### config.mk
export PLATFORM = sky130hd
export DESIGN_NAME = sonar_scheduler
export DESIGN_NICKNAME = d
export VERILOG_FILES = /design/src/rtl/sonar_pkg.sv /design/src/rtl/sonar_scheduler_us_tick_gen.sv /design/src/rtl/sonar_scheduler.sv
export SDC_FILE = /design/constraint.sdc
export NUM_CORES = 1
export LEC_CHECK = 0
export CORE_ASPECT_RATIO = 0.8
export CORE_MARGIN = 2
export CORE_UTILIZATION = 59
export CTS_BUF_LIST = sky130_fd_sc_hd__clkbuf_4
export DETAILED_ROUTE_END_ITERATION = 16
export PLACE_DENSITY = 0.82
export SLEW_MARGIN = 10
export SYNTH_ARGS = -nofsm -noshare
export SYNTH_HDL_FRONTEND = slang
export SYNTH_HIERARCHICAL = 1
export SYNTH_SLANG_ARGS = --single-unit
### constraint.sdc
create_clock -name clk -period 3 [get_ports clk]
set_input_delay 0.75 -clock clk [delete_from_list [all_inputs] [get_ports clk]]
set_output_delay 0.75 -clock clk [all_outputs]
set_load 0.02 [all_outputs]
### src/rtl/sonar_pkg.sv
// Shared definitions for the sonar scheduler: FSM encoding, counter widths and
// a small sensor-index helper.
package sonar_pkg;

   localparam int US_W   = 15;
   localparam int HOLD_W = 16;

   typedef enum logic [2:0] {
      ST_IDLE      = 3'd0,
      ST_TRIG      = 3'd1,
      ST_WAIT_RISE = 3'd2,
      ST_MEASURE   = 3'd3,
      ST_HOLDOFF   = 3'd4
   } state_t;

   // Round-robin successor of a sensor index over n sensors.
   function automatic logic [2:0] next_sel(input logic [2:0] cur, input int n);
      return (cur == 3'(n - 1)) ? 3'd0 : cur + 3'd1;
   endfunction

endpackage

### src/rtl/sonar_scheduler_us_tick_gen.sv
// Free-running microsecond strobe: us_tick is high for one clk every CLK_DIV clks.
// Used as a clock enable only.
module us_tick_gen #(
   parameter int CLK_DIV = 50
) (
   input  logic clk,
   input  logic rst,
   output logic us_tick
);

   localparam int            CW   = (CLK_DIV > 1) ? $clog2(CLK_DIV) : 1;
   localparam logic [CW-1:0] LAST = CW'(CLK_DIV - 1);

   logic [CW-1:0] div_cnt;

   always_ff @(posedge clk or posedge rst) begin
      if (rst) begin
         div_cnt <= '0;
      end else if (div_cnt == LAST) begin
         div_cnt <= '0;
      end else begin
         div_cnt <= div_cnt + 1'b1;
      end
   end

   assign us_tick = (div_cnt == LAST);

endmodule

### src/rtl/sonar_scheduler.sv
// Round-robin scheduler for N ultrasonic rangers: trigger, time the echo in us,
// publish the result, then hold off before moving on to the next sensor.
module sonar_scheduler
   import sonar_pkg::*;
#(
   parameter int N_SENS     = 4,
   parameter int CLK_DIV    = 50,
   parameter int TRIG_US    = 10,
   parameter int TIMEOUT_US = 30000,
   parameter int HOLDOFF_US = 60000,
   parameter int NEAR_US    = 1000
) (
   input  logic              clk,
   input  logic              rst,
   input  logic              Enable,
   input  logic [N_SENS-1:0] Echo,
   output logic [N_SENS-1:0] Trigger,
   output logic              busy,
   output logic [2:0]        sel,
   output logic              meas_valid,
   output logic [2:0]        meas_id,
   output logic [US_W-1:0]   meas_us,
   output logic              meas_to,
   output logic [N_SENS-1:0] near,
   output logic [2:0]        dbg_state
);

   localparam logic [US_W-1:0]   TRIG_LAST = US_W'(TRIG_US - 1);
   localparam logic [US_W-1:0]   TO_LAST   = US_W'(TIMEOUT_US - 1);
   localparam logic [US_W-1:0]   TO_VAL    = US_W'(TIMEOUT_US);
   localparam logic [US_W-1:0]   NEAR_VAL  = US_W'(NEAR_US);
   localparam logic [HOLD_W-1:0] HOLD_LAST = HOLD_W'(HOLDOFF_US - 1);
   localparam logic [HOLD_W-1:0] HOLD_MAX  = HOLD_W'(HOLDOFF_US);

   state_t              state;
   logic                us_tick;
   logic [US_W-1:0]     us_cnt;
   logic [HOLD_W-1:0]   hold_cnt;
   logic [N_SENS-1:0]   echo_meta, echo_sync, echo_prev;
   logic                echo_now, echo_old, echo_rise, echo_fall;
   logic                pub_fire, pub_to;
   logic [US_W-1:0]     pub_us;
   logic [2:0]          sel_next;

   function automatic logic [N_SENS-1:0] sel_onehot(input logic [2:0] s);
      logic [N_SENS-1:0] oh;
      oh = '0;
      for (int i = 0; i < N_SENS; i++) begin
         if (s == 3'(i)) oh[i] = 1'b1;
      end
      return oh;
   endfunction

   us_tick_gen #(.CLK_DIV(CLK_DIV)) u_tick (
      .clk     (clk),
      .rst     (rst),
      .us_tick (us_tick)
   );

   // echo_prev keeps the whole vector so a change of sel never fakes an edge.
   always_ff @(posedge clk or posedge rst) begin
      if (rst) begin
         echo_meta <= '0;
         echo_sync <= '0;
         echo_prev <= '0;
      end else begin
         echo_meta <= Echo;
         echo_sync <= echo_meta;
         echo_prev <= echo_sync;
      end
   end

   always_comb begin
      echo_now = 1'b0;
      echo_old = 1'b0;
      for (int i = 0; i < N_SENS; i++) begin
         if (sel == 3'(i)) begin
            echo_now = echo_sync[i];
            echo_old = echo_prev[i];
         end
      end
   end

   assign echo_rise = echo_now & ~echo_old;
   assign echo_fall = ~echo_now & echo_old;
   assign sel_next  = next_sel(sel, N_SENS);

   // Deciding events for a result; reaching the timeout outranks a coincident fall.
   always_comb begin
      pub_fire = 1'b0;
      pub_to   = 1'b0;
      pub_us   = us_cnt;
      case (state)
         ST_WAIT_RISE: begin
            if (!echo_rise && us_tick && us_cnt == TO_LAST) begin
               pub_fire = 1'b1;
               pub_to   = 1'b1;
               pub_us   = TO_VAL;
            end
         end
         ST_MEASURE: begin
            if (us_tick && us_cnt == TO_LAST) begin
               pub_fire = 1'b1;
               pub_to   = 1'b1;
               pub_us   = TO_VAL;
            end else if (echo_fall) begin
               pub_fire = 1'b1;
            end
         end
         default: ;
      endcase
   end

   // Shots launch only on a tick so the trigger lasts exactly TRIG_US ticks.
   always_ff @(posedge clk or posedge rst) begin
      if (rst) begin
         state      <= ST_IDLE;
         sel        <= 3'd0;
         Trigger    <= '0;
         us_cnt     <= '0;
         hold_cnt   <= '0;
         meas_valid <= 1'b0;
         meas_id    <= 3'd0;
         meas_us    <= '0;
         meas_to    <= 1'b0;
         near       <= '0;
      end else begin
         meas_valid <= pub_fire;
         if (pub_fire) begin
            meas_id <= sel;
            meas_us <= pub_us;
            meas_to <= pub_to;
            for (int i = 0; i < N_SENS; i++) begin
               if (sel == 3'(i)) near[i] <= !pub_to && (pub_us < NEAR_VAL);
            end
         end

         if (us_tick && state != ST_IDLE && hold_cnt != HOLD_MAX) begin
            hold_cnt <= hold_cnt + 1'b1;
         end

         case (state)
            ST_IDLE: begin
               if (Enable && us_tick) begin
                  state    <= ST_TRIG;
                  Trigger  <= sel_onehot(sel);
                  us_cnt   <= '0;
                  hold_cnt <= '0;
               end
            end
            ST_TRIG: begin
               if (us_tick) begin
                  if (us_cnt == TRIG_LAST) begin
                     Trigger <= '0;
                     us_cnt  <= '0;
                     state   <= ST_WAIT_RISE;
                  end else begin
                     us_cnt <= us_cnt + 1'b1;
                  end
               end
            end
            ST_WAIT_RISE: begin
               if (echo_rise) begin
                  us_cnt <= '0;
                  state  <= ST_MEASURE;
               end else if (pub_fire) begin
                  state <= ST_HOLDOFF;
               end else if (us_tick) begin
                  us_cnt <= us_cnt + 1'b1;
               end
            end
            ST_MEASURE: begin
               if (pub_fire) begin
                  state <= ST_HOLDOFF;
               end else if (us_tick) begin
                  us_cnt <= us_cnt + 1'b1;
               end
            end
            ST_HOLDOFF: begin
               if (us_tick && hold_cnt >= HOLD_LAST) begin
                  sel <= sel_next;
                  if (Enable) begin
                     state    <= ST_TRIG;
                     Trigger  <= sel_onehot(sel_next);
                     us_cnt   <= '0;
                     hold_cnt <= '0;
                  end else begin
                     state <= ST_IDLE;
                  end
               end
            end
            default: state <= ST_IDLE;
         endcase
      end
   end

   assign busy      = (state != ST_IDLE);
   assign dbg_state = state;

endmodule

# Word-level counts from Yosys, hierarchy flattened

Cells that the tools add are included.
W data, S select, Z words.

Register bits: 83
Output and inout port bits: 35
Logic and storage cells: 125

$add $sub $neg: 4
Magnitude comparators: 2
Equal/unequal tests: 19
Multiplexer cells: 55
Bitwise logic cells: 4
Reductions and logical operators: 24

Operators by type and width:

| kind                    | count |
|---|---|
| $mux W15                | 10 |
| $pmux W15 S5            | 1 |
| $mux W16                | 4 |
| $pmux W16 S2            | 1 |
| $pmux W15 S2            | 1 |
| $mux W1                 | 21 |
| $mux W3                 | 7 |
| $mux W4                 | 5 |
| $eq A3 B2 Y1 const B    | 6 |
| $add A16 B1 Y16 const B | 1 |
| $ge A16 B16 Y1 const B  | 1 |
| $ne A16 B16 Y1 const B  | 1 |
| $add A15 B1 Y15 const B | 1 |
| $eq A15 B15 Y1 const B  | 1 |
| $eq A15 B4 Y1 const B   | 1 |
| $lt A15 B10 Y1 const B  | 1 |
| $pmux W3 S5             | 1 |
| $pmux W4 S3             | 1 |
| $ne A2 B2 Y1 const B    | 5 |
| $reduce_and A2 Y1       | 5 |
| $eq A3 B1 Y1 const B    | 3 |
| $logic_not A3 Y1        | 3 |
| $logic_and A1 B1 Y1     | 8 |
| $add A6 B1 Y6 const B   | 1 |
| 13 further kinds        | 18 |

# Longest topological paths before layout

Gate-level depths: netlist of the first run.

Depth in word-level cells: 15
Mapped depth: 13

# Modules after synthesis

The synthesis of the first run kept the hierarchy.

Modules (own cells, without submodules):

| module          | instances | cells an instance | area an instance (µm²) |
|---|---|---|---|
| sonar_scheduler | 1         | 438               | 4062.6 |
| us_tick_gen     | 1         | 26                | 296.5 |

# Worst setup path after synthesis of the first run

Ideal clock, no wire load.

Path kind: register -> register
Start point: reg us_cnt[4]
End point: reg near[1]
Arrival time: 2.504 ns
Path slack: 0.368 ns
Cell stages (with the launch flop): 10
Buffers on the path: 2
Period minus slack after synthesis: 2.632 ns
Cells stage by stage: dfrtp_1 -> buf_6 -> or4_1 -> or4_1 -> buf_6 -> o31ai_1 -> o211ai_2 -> inv_2 -> and3_1 -> mux2_1

Word-level cells in the longest chain between the ends: 6
Elaborated cells between the ends (all ways): 15
Those cells by class: 1 x order compare; 1 x eq/ne; 8 x mux; 5 x reduce/logical

RTL lines:

| element                                                   | line                                          | text |
|---|---|---|
| start: declaration                                        | sonar_scheduler.sv:37                         | `logic [US_W-1:0] us_cnt;` |
| start signal: assignment                                  | sonar_scheduler.sv:158                        | `us_cnt <= us_cnt + 1'b1;` |
| start signal: assignment                                  | sonar_scheduler.sv:169                        | `us_cnt <= us_cnt + 1'b1;` |
| start signal: assignment                                  | sonar_scheduler.sv:176                        | `us_cnt <= us_cnt + 1'b1;` |
| $eq A15 B15 Y1                                            | sonar_scheduler.sv:95, sonar_scheduler.sv:102 |  |
| $logic_and A1 B1 Y1, on equally long branches             | sonar_scheduler.sv:102, sonar_scheduler.sv:95 |  |
| $mux W15, or another cell as far along                    | sonar_scheduler.sv:102                        | `if (us_tick && us_cnt == TO_LAST) begin` |
| $pmux W15 S2 / $pmux W1 S2 (equally long branches)        | sonar_scheduler.sv:93                         | `case (state)` |
| $lt A15 B10 Y1 / $logic_not A1 Y1 (equally long branches) | sonar_scheduler.sv:134                        | `if (sel == 3'(i)) near[i] <= !pub_to && (pub_us < NEAR_VAL);` |
| $logic_and A1 B1 Y1                                       | sonar_scheduler.sv:134                        |  |
| end signal: indexed assignment                            | sonar_scheduler.sv:134                        |  |
| end: declaration                                          | sonar_scheduler.sv:24                         | `output logic [N_SENS-1:0] near,` |

Parallel ways exist; a longest one is shown, timed or not.
A chain may end at the register's enable or synchronous reset.

# Final worst setup path of the first run

Start point: reg u_tick.div_cnt[1]
End point: reg us_cnt[6]

Word-level cells in the longest chain between the ends: 8
Elaborated cells between the ends (all ways): 17
Those cells by class: 4 x eq/ne; 7 x mux; 6 x reduce/logical

RTL lines:

| element                           | line                              | text |
|---|---|---|
| start: declaration                | sonar_scheduler_us_tick_gen.sv:14 | `logic [CW-1:0] div_cnt;` |
| start signal: assignment          | sonar_scheduler_us_tick_gen.sv:22 | `div_cnt <= div_cnt + 1'b1;` |
| $eq A6 B6 Y1 (*)                  | sonar_scheduler_us_tick_gen.sv:26 | `assign us_tick = (div_cnt == LAST);` |
| named net us_tick                 | sonar_scheduler.sv:36             | `logic us_tick;` |
| $logic_and A1 B1 Y1 (2 in series) | sonar_scheduler.sv:95             | `if (!echo_rise && us_tick && us_cnt == TO_LAST) begin` |
| $mux W1                           | sonar_scheduler.sv:95             |  |
| $pmux W1 S2                       | sonar_scheduler.sv:93             |  |
| $mux W15 (2 in series)            | -                                 |  |
| $pmux W15 S5                      | -                                 |  |

Mark *: on every way through the listed nets, which the timed path passes. The rest lies on a longest branch.

==> metrics.md, run 1 <==
| Metric | Value |
|---|---|
| Switching power of the nets | between 0.0004 and 0.0005 W |
| Worst-case vdd ir drop | 0.260 mV |
| Count of filler cells inserted in the layout | 565 |
| Area Growth Syn to Fin | 18.3% |
| Worst-path cell chain | inv_1 -> ha_1 -> nand2_1 -> nor4_4 -> nand4b_1 -> or4_1 -> buf_4 -> and2_4 -> a21oi_4 -> nor2_1 -> a221oi_2 |
| Num rows | 28 |
| Type of the tightest min-delay check | reg2reg |
| Overall via count from detail_route | approximately 3,800 |
| Die height | around 81 um |
| Proportion of power drawn by flip-flops and latches | 59.0% |
| Count of nets after finishing | 538 |
| Async set-or-reset flop fraction in the synthesized netlist | between 90% and 100% |
| Clock-pin transition on the worst setup and hold timing paths | 0.14 ns |
| Worst relative slew slack | 47.2% |
| Final setup vio count | 0 |
| Comb power frac | approximately 2.4% |
| Final Core Density | 70.8% |
| Largest fanout of any net on the critical path | 8 |
| Register bit count reported by yosys | 83 |
| Yosys cell types | slightly below 70 |
| DRC viols | 0 |
| Wire length of the first global-routing pass | between 15 and 20 mm |
| Antenna-violating nets left | 0 |
| Final Max Slew Viols | 0 |
| Routed length per placed instance | 17.2 um |
| Top-level I/O count | 42 |
| Max_cap viols | 0 |
| Post-cts repair resize count | 0 |
| Kind of end point of the critical path | flip-flop |
| Least-Margin Pin Slew | ~0.78 ns |
| Share of cells above drive strength 1 | about 11% |
| Crit path launch type | flip-flop |
| Setup Skew | around 0.021 ns |
| Final sum of negative setup slack | 0 ns |
| Area of the mapped netlist | 4360 um2 |
| Mapped Avg Cell Area | ~9.4 um2 |
| Pwr/cell area | between 300 and 400 nW/um2 |
| Most used cells in the layout excluding fill and tap cells | sky130_fd_sc_hd__dfrtp_1, sky130_fd_sc_hd__nand2_1, sky130_fd_sc_hd__nor2_1 |
| Initial cell density of the core | between 50% and 60% |
| Static power due to leakage | between 2 and 2.5 nW |
| Min Tclk post-route | 2.80 ns |
| Via/cell ratio | about 6.1 |
| Switching power share of the total | about 22% |
| CTS root buffer | sky130_fd_sc_hd__clkbuf_4 |
| Combined global-route utilization of all metal layers | around 28% |
| Status | complete, no violations |
| Register cell area after layout | around 2100 um2 |
| Proportion of synthesized chip area in sequential cells | between 40% and 50% |
| TritonCTS Buffers | 9 |
| Unrepaired setup endpoints after global routing | false |
| CTS tree | built |
| Worst path slowest cell | sky130_fd_sc_hd__or4_1 |
| Fraction of the cycle the final worst path needs | between 90% and 100% |
| Placed wire-length estimate after detailed placement | between 7 and 8 mm |
| Number of DRC violations after detailed-routing iteration 0 | between 300 and 400 |
| Peak Freq | 0.357 GHz |
| Worst hold path startpoint | echo_meta[1] |
| Latest clock arrival within the worst-skew pair | 0.43 ns |
| Top_reg_cell synth | sky130_fd_sc_hd__dfrtp_1 |
| Die width | about 100 um |
| Core footprint | 7290 um2 |
| Diode insertion count for antenna repair | 0 |
| Crit path largest cell delay | between 0.5 and 0.6 ns |
| CTS H-Tree Depth | 3 |
| Number of flops mapped to enable cells by yosys | 0 |
| Hold-fix buffers at CTS | 0 |
| Clock power frac | between 30% and 40% |
| CP Launch Point | u_tick/div_cnt[1] |
| Routability-driven placement congestion ratio | ~0.96 |
| P_int | approximately 0.0015 W |
| Initial antenna violation count | 0 |
| Number of buffers on the longest clock path | 2 |
| Area occupied by multi-input gates | 2120 um2 |
| Clk sinks | 83 |
| Count of mapped cells out of synthesis | between 400 and 500 |
| Origin of the critical flop-to-flop path | u_tick/div_cnt[1] |
| Number of buffers inserted by post-CTS setup repair | 0 |
| Critical path required time | around 3.3 ns |
| Number of global-route vias before repair | ~3,600 |
| Final hold violation count | 0 |
| Net count after synthesis | about 480 |
| Residual overflow from global routing | 0 |
| Most common library cell in the layout ignoring fill and taps | sky130_fd_sc_hd__dfrtp_1 |
| Number of buffer cells added on primary ports | just over 40 |
| Pin count of the biggest net entering global routing | 37 |
| Total length of routed wires | approximately 11 mm |
| WP data arrival | about 3.1 ns |
| Detailed-router iteration count before antenna repair | 5 |
| Die Footprint | 8100 um2 |
| Synthesis Warnings | 6 |
| Path type of the worst setup path | reg2reg |
-- Yosys cell counts, types with 4 or more instances --
| master | n | share of area [%] |
|---|---|---|
| sky130_fd_sc_hd__o21ai_0 | 11 | 1.3 |
| sky130_fd_sc_hd__a31oi_1 | 5 | 0.72 |
| sky130_fd_sc_hd__nand3_1 | 17 | 2.0 |
| sky130_fd_sc_hd__nor3_1 | 8 | 0.92 |
| sky130_fd_sc_hd__xor2_1 | 10 | 2.0 |
| sky130_fd_sc_hd__nor4_1 | 6 | 0.86 |
| sky130_fd_sc_hd__inv_1 | 19 | 1.6 |
| sky130_fd_sc_hd__and2_1 | 4 | 0.57 |
| sky130_fd_sc_hd__nand4_1 | 10 | 1.4 |
| sky130_fd_sc_hd__mux2_1 | 4 | 1.0 |
| sky130_fd_sc_hd__dfrtp_1 | 83 | 48 |
| sky130_fd_sc_hd__o22ai_1 | 10 | 1.4 |
| sky130_fd_sc_hd__a21oi_1 | 11 | 1.3 |
| sky130_fd_sc_hd__o21ai_1 | 15 | 1.7 |
| sky130_fd_sc_hd__nor3b_1 | 4 | 0.69 |
| sky130_fd_sc_hd__mux2_2 | 5 | 1.3 |
| sky130_fd_sc_hd__clkbuf_1 | 12 | 1.0 |
| sky130_fd_sc_hd__o31ai_1 | 7 | 1.2 |
| sky130_fd_sc_hd__nand2b_1 | 5 | 0.72 |
| sky130_fd_sc_hd__nand2_1 | 70 | 6.0 |
| sky130_fd_sc_hd__nor2b_1 | 8 | 1.1 |
| sky130_fd_sc_hd__nor2_1 | 48 | 4.1 |
| sky130_fd_sc_hd__xnor2_1 | 9 | 1.8 |
| sky130_fd_sc_hd__o211ai_1 | 5 | 0.86 |
| sky130_fd_sc_hd__a211oi_1 | 5 | 0.86 |
| sky130_fd_sc_hd__ha_1 | 10 | 2.9 |
-- critical path, delay by kind of cell, from the launching register on --
kind                       cells  cell delay (ns)
adders and majority gates      1             0.14
buffers and inverters          2             0.30
DFF                            1             0.44
AOI/OAI and AO/OA              2             0.54
and+or+nand+nor                6             1.28
-- cell type report --
| type | count | area share (%) |
|---|---|---|
| inverter | 21 | 1.53 |
| timing repair buffer | 64 | 11.8 |
| clock inverter | 6 | 1.75 |
| clock buffer | 10 | 1.46 |
| tap | 90 | 2.18 |
| sequential | 83 | 40.3 |
| multi-input combinational | 342 | 41.0 |
-- power groups by stage --
| stage | logic [W] | clock network, W | registers (W) |
|---|---|---|---|
| final | 0.0000464 | 0.000740 | 0.00113 |
| after global routing | 0.0000529 | 0.000805 | 0.00113 |
| after CTS | 0.0000481 | 0.000761 | 0.00113 |
| after detailed placement | 0.0000478 | 0 | 0.00115 |
| after global placement | 0.0000465 | 0 | 0.00115 |
| after floorplan | 0.0000262 | 0 | 0.00115 |
-- cell families (layout without fill, tap and decap cells) --
family	after synthesis	count (layout)	share of synthesized area (%)
flops	83	83	47.6
simple gates	204	204	23.1
buf+inv	39	101	3.82
fa+ha+maj	10	10	2.87
compound gates	97	97	15.8
xor+xnor	19	19	3.82
mux	12	12	3.01
-- registers in the layout (all words and copies together) (netlist names) --
signal,cells
echo_meta,4
near,4
u_tick/div_cnt,6
sel,3
echo_prev,4
meas_us,15
meas_id,3
meas_valid,1
echo_sync,4
meas_to,1
Trigger,4
dbg_state,3
hold_cnt,16
us_cnt,15
-- metal layers --
metal / track usage [%] / vias up / routed length (um)
li1: - / 1773 / -
met1: 40.2 / 1809 / 4790
met2: 44.0 / 177 / 4820
met3: 7.40 / 18 / 841
met4: 6.03 / 0 / 142
met5: 0 / - / 0
-- stage by stage --
| step | cell area (um2) | cells | hold slack (ns) | setup slack [ns] | total power, W |
|---|---|---|---|---|---|
| finish | 5160 | 616 | 0.362 | 0.202 | 0.00192 |
| global route | 5160 | 616 | 0.377 | 0.0219 | 0.00199 |
| CTS | 5160 | 616 | 0.368 | 0.210 | 0.00194 |
| detailed placement | 4990 | 600 | 0.337 | 0.251 | 0.00120 |
| global placement | 4990 | 600 | 0.332 | 0.268 | 0.00120 |
| floorplan | 4360 | 464 | 0.331 | 0.283 | 0.00118 |
-- path summary, 6_finish.rpt --
kind | to | slack [ns] | depth (start not counted)
worst min-delay path | echo_sync[1] | 0.36 | 0
worst min register to register | echo_sync[1] | 0.36 | 0
max in group asynchronous | hold_cnt[11] | 1.70 | 3
min in group asynchronous | meas_us[5] | 0.58 | 2
worst max register to register | us_cnt[6] | 0.20 | 11
worst max-delay path | us_cnt[6] | 0.20 | 11
Power figures use the tool's default switching activity.
==> inputs of run 2 (changes only) <==
SYNTH_HIERARCHICAL = unset   (was 1)
==> metrics.md, run 2 <==
| Metric | Value |
|---|---|
| Count of nets after finishing | 502 (-6.7%) |
| Most common library cell in the layout ignoring fill and taps | sky130_fd_sc_hd__dfrtp_1 |
| Yosys cell types | 61 (-12%) |
| Global Route met1 Usage | 38.4% (-1.9 points) |
| Via/cell ratio | 6.11 (-0.34%) |
| Routability-driven placement congestion ratio | 0.918 (-4.7%) |
| Most Crowded Layer GR | met2 |
| Area Growth Syn to Fin | 16.0% |
| Num rows | 27 (-3.6%) |
| Async set-or-reset flop fraction in the synthesized netlist | 100% (unchanged) |
| Mapped Avg Cell Area | 9.57 um2 (+1.9%) |
| Detailed-router iteration count before antenna repair | 5 (unchanged) |
| CTS tree | built |
| Worst hold path startpoint | echo_meta[3] |
| Number of buffer cells added on primary ports | 41 (unchanged) |
| Number of flops mapped to enable cells by yosys | 0 (unchanged) |
| Share of cells above drive strength 1 | 8.57% (-2.8 points) |
| DRC viols | 0 (unchanged) |
| Proportion of synthesized chip area in sequential cells | 49.1% (+1.5 points) |
| Worst slack at placement | 0.0587 ns (-0.192 ns) |
| Static power due to leakage | 2.34 nW (-2.0%) |
| Total power of the final layout | 0.00189 W (-1.6%) |
| GR Layer Usage met3 | 6.57% (-0.83 points) |
| Peak Freq | 0.350 GHz (-2.1%) |
| Pwr/cell area | 384 nW/um2 (+3.4%) |
| Number of global-route vias before repair | 3,313 (-8.2%) |
| Core footprint | 6930 um2 (-5.0%) |
| Die height | 79.7 um (-1.4%) |
| Worst-case vdd ir drop | 0.385 mV (+48%) |
| Setup Skew | 0.0170 ns (-0.00411 ns) |
| Min Tclk post-route | 2.86 ns (+0.0590 ns) |
| CTS root buffer | sky130_fd_sc_hd__clkbuf_4 |
| Register bit count reported by yosys | 83 (unchanged) |
| Placed wire-length estimate after detailed placement | 6.85 mm (-11%) |
| Synthesis Warnings | 0 (-6) |
| Worst relative slew slack | 55.2% (+8.0 points) |
| Origin of the critical flop-to-flop path | sel[0] |
| Net count after synthesis | 459 (-4.6%) |
| Type of the tightest min-delay check | reg2reg |
| Diode insertion count for antenna repair | 0 (unchanged) |
| Crit path launch type | flip-flop |
| Path type of the worst setup path | reg2reg |
| Area of the mapped netlist | 4230 um2 (-3.0%) |
| Final Max Slew Viols | 0 (unchanged) |
| Most instantiated cells after synthesis | sky130_fd_sc_hd__dfrtp_1, sky130_fd_sc_hd__nand2_1, sky130_fd_sc_hd__nor2_1 |
| Die width | 98.7 um (-1.4%) |
| Top-level I/O count | 42 (unchanged) |
| Final setup vio count | 0 (unchanged) |
| Initial cell density of the core | 61.1% (+1.3 points) |
| Setup slack of the critical path after layout | 0.143 ns (-0.0590 ns) |
| Largest fanout of any net on the critical path | 11 (+3) |
| Cell accounting for the most synthesized area | sky130_fd_sc_hd__dfrtp_1 |
| Final Core Density | 70.9% (+0.082 points) |
| Regs by FF count | hold_cnt x16, meas_us x15, us_cnt x15 |
| Clk sinks | 83 (unchanged) |
| Total length of routed wires | 9.77 mm (-7.8%) |
| Least-Margin Pin Slew | 0.666 ns (-0.115 ns) |
| Residual overflow from global routing | 0 (unchanged) |
| Kind of end point of the critical path | flip-flop |
| Latest clock arrival within the worst-skew pair | 0.46 ns (+0.03 ns) |
| CP Launch Point | sel[0] |
| Initial antenna violation count | 0 (unchanged) |
| Cells taking the most area after synthesis | sky130_fd_sc_hd__dfrtp_1, sky130_fd_sc_hd__nand2_1, sky130_fd_sc_hd__nor2_1 |
| Most repeated cell in the gate-level netlist after synthesis | sky130_fd_sc_hd__dfrtp_1 |
| Critical path required time | 3.35 ns (about the same) |
| Number of DRC violations after detailed-routing iteration 0 | 278 (-17%) |
| Max_cap viols | 0 (unchanged) |
| Status | complete, no violations |
| Final sum of negative setup slack | 0 ns (unchanged) |
| Die Footprint | 7870 um2 (-2.8%) |
| Max FFs per register | 16 (unchanged) |
| Clock-pin transition on the worst setup and hold timing paths | 0.14 ns (about the same) |
| CTS H-Tree Depth | 3 (unchanged) |
| Unrepaired setup endpoints after global routing | false |
| Most used cells in the layout excluding fill and tap cells | sky130_fd_sc_hd__dfrtp_1, sky130_fd_sc_hd__nand2_1, sky130_fd_sc_hd__clkdlybuf4s50_1 |
| Count of mapped cells out of synthesis | 442 (-4.7%) |
| Pin count of the biggest net entering global routing | 47 (+27%) |
| Wire length of the first global-routing pass | 16.4 mm (-8.5%) |
| Post-Route Hold Slack | 0.364 ns (+0.00251 ns) |
| Overall via count from detail_route | 3,526 (-6.6%) |
| WP data arrival | 3.21 ns (+0.07 ns) |
| Final hold violation count | 0 (unchanged) |
| Area share of the largest cell type after synthesis | 49.1% (+1.5 points) |
| Reg with most FFs | hold_cnt |
| TritonCTS Buffers | 9 (unchanged) |
| Met2 demand-to-capacity share in global routing | 41.0% (-3.0 points) |
| Combined global-route utilization of all metal layers | 26.5% (-1.8 points) |
| Routed length per placed instance | 16.9 um (-1.6%) |
| Fraction of the cycle the final worst path needs | 95.2% (+2.0 points) |
| Antenna-violating nets left | 0 (unchanged) |
| Number of buffers on the longest clock path | 2 (unchanged) |
| Top_reg_cell synth | sky130_fd_sc_hd__dfrtp_1 |
run 2: power breakdown:
| part | internal [W] | switching, W |
|---|---|---|
| registers | 0.00113 | 0.00000385 |
| logic | 0.0000116 | 0.0000255 |
| clock network | 0.000277 | 0.000440 |
run 2: repair_timing:
item | CTS | global route
gates resized for setup | 0 | 4
hold buffers | 0 | 0
buffers inserted | 0 | 0
endpoints found under the setup margin | 0 | 19
run 2: final cells by class:
cell class | instances | area, um2
inverter | 21 | 80.1
clock inverter | 7 | 87.6
multi-input combinational | 320 | 1990
fill | 524 | 2020
tap | 87 | 109
sequential | 83 | 2080
timing repair buffer | 50 | 490
clock buffer | 9 | 67.6
run 2: metrics by stage:
stage | instances | area, um2
final | 577 | 4910
after global routing | 577 | 4910
after CTS | 577 | 4890
after detailed placement | 561 | 4730
after global placement | 561 | 4730
after floorplan | 442 | 4230
run 2: final timing paths:
kind	cells after the start	slack, ns	endpoint
worst max-delay path	9	0.14	meas_us[1]
worst min register to register	0	0.36	echo_sync[3]
worst max register to register	9	0.14	meas_us[1]
min in group asynchronous	2	0.66	echo_prev[1]
max in group asynchronous	3	1.66	us_cnt[8]
worst min-delay path	0	0.36	echo_sync[3]
run 2: worst max-delay path, cell delays in order, from the launching register on:
cell,delay [ns]
sky130_fd_sc_hd__dfrtp_2,0.50
sky130_fd_sc_hd__inv_1,0.12
sky130_fd_sc_hd__ha_1,0.26
sky130_fd_sc_hd__a211oi_1,0.09
sky130_fd_sc_hd__a211o_1,0.35
sky130_fd_sc_hd__or4_4,0.52
sky130_fd_sc_hd__a21bo_1,0.33
sky130_fd_sc_hd__buf_4,0.23
sky130_fd_sc_hd__and2_0,0.15
sky130_fd_sc_hd__a31o_2,0.21
run 2: metal layers:
| metal | vias up | wire length (um) |
|---|---|---|
| met3 | 17 | 625 |
| met2 | 149 | 4420 |
| met5 | - | 0 |
| met4 | 0 | 142 |
| li1 | 1666 | - |
| met1 | 1694 | 4590 |
run 2: logic make-up (layout without fill, tap and decap cells):
group           after synthesis  count (layout)  synth area share (%)
compound gates               86              86                  13.4
xor+xnor                     18              18                  3.73
fa+ha+maj                    10              10                  2.96
buf+inv                      39              87                  4.20
flops                        83              83                  49.1
mux                           8               8                  2.07
simple gates                198             198                  24.5
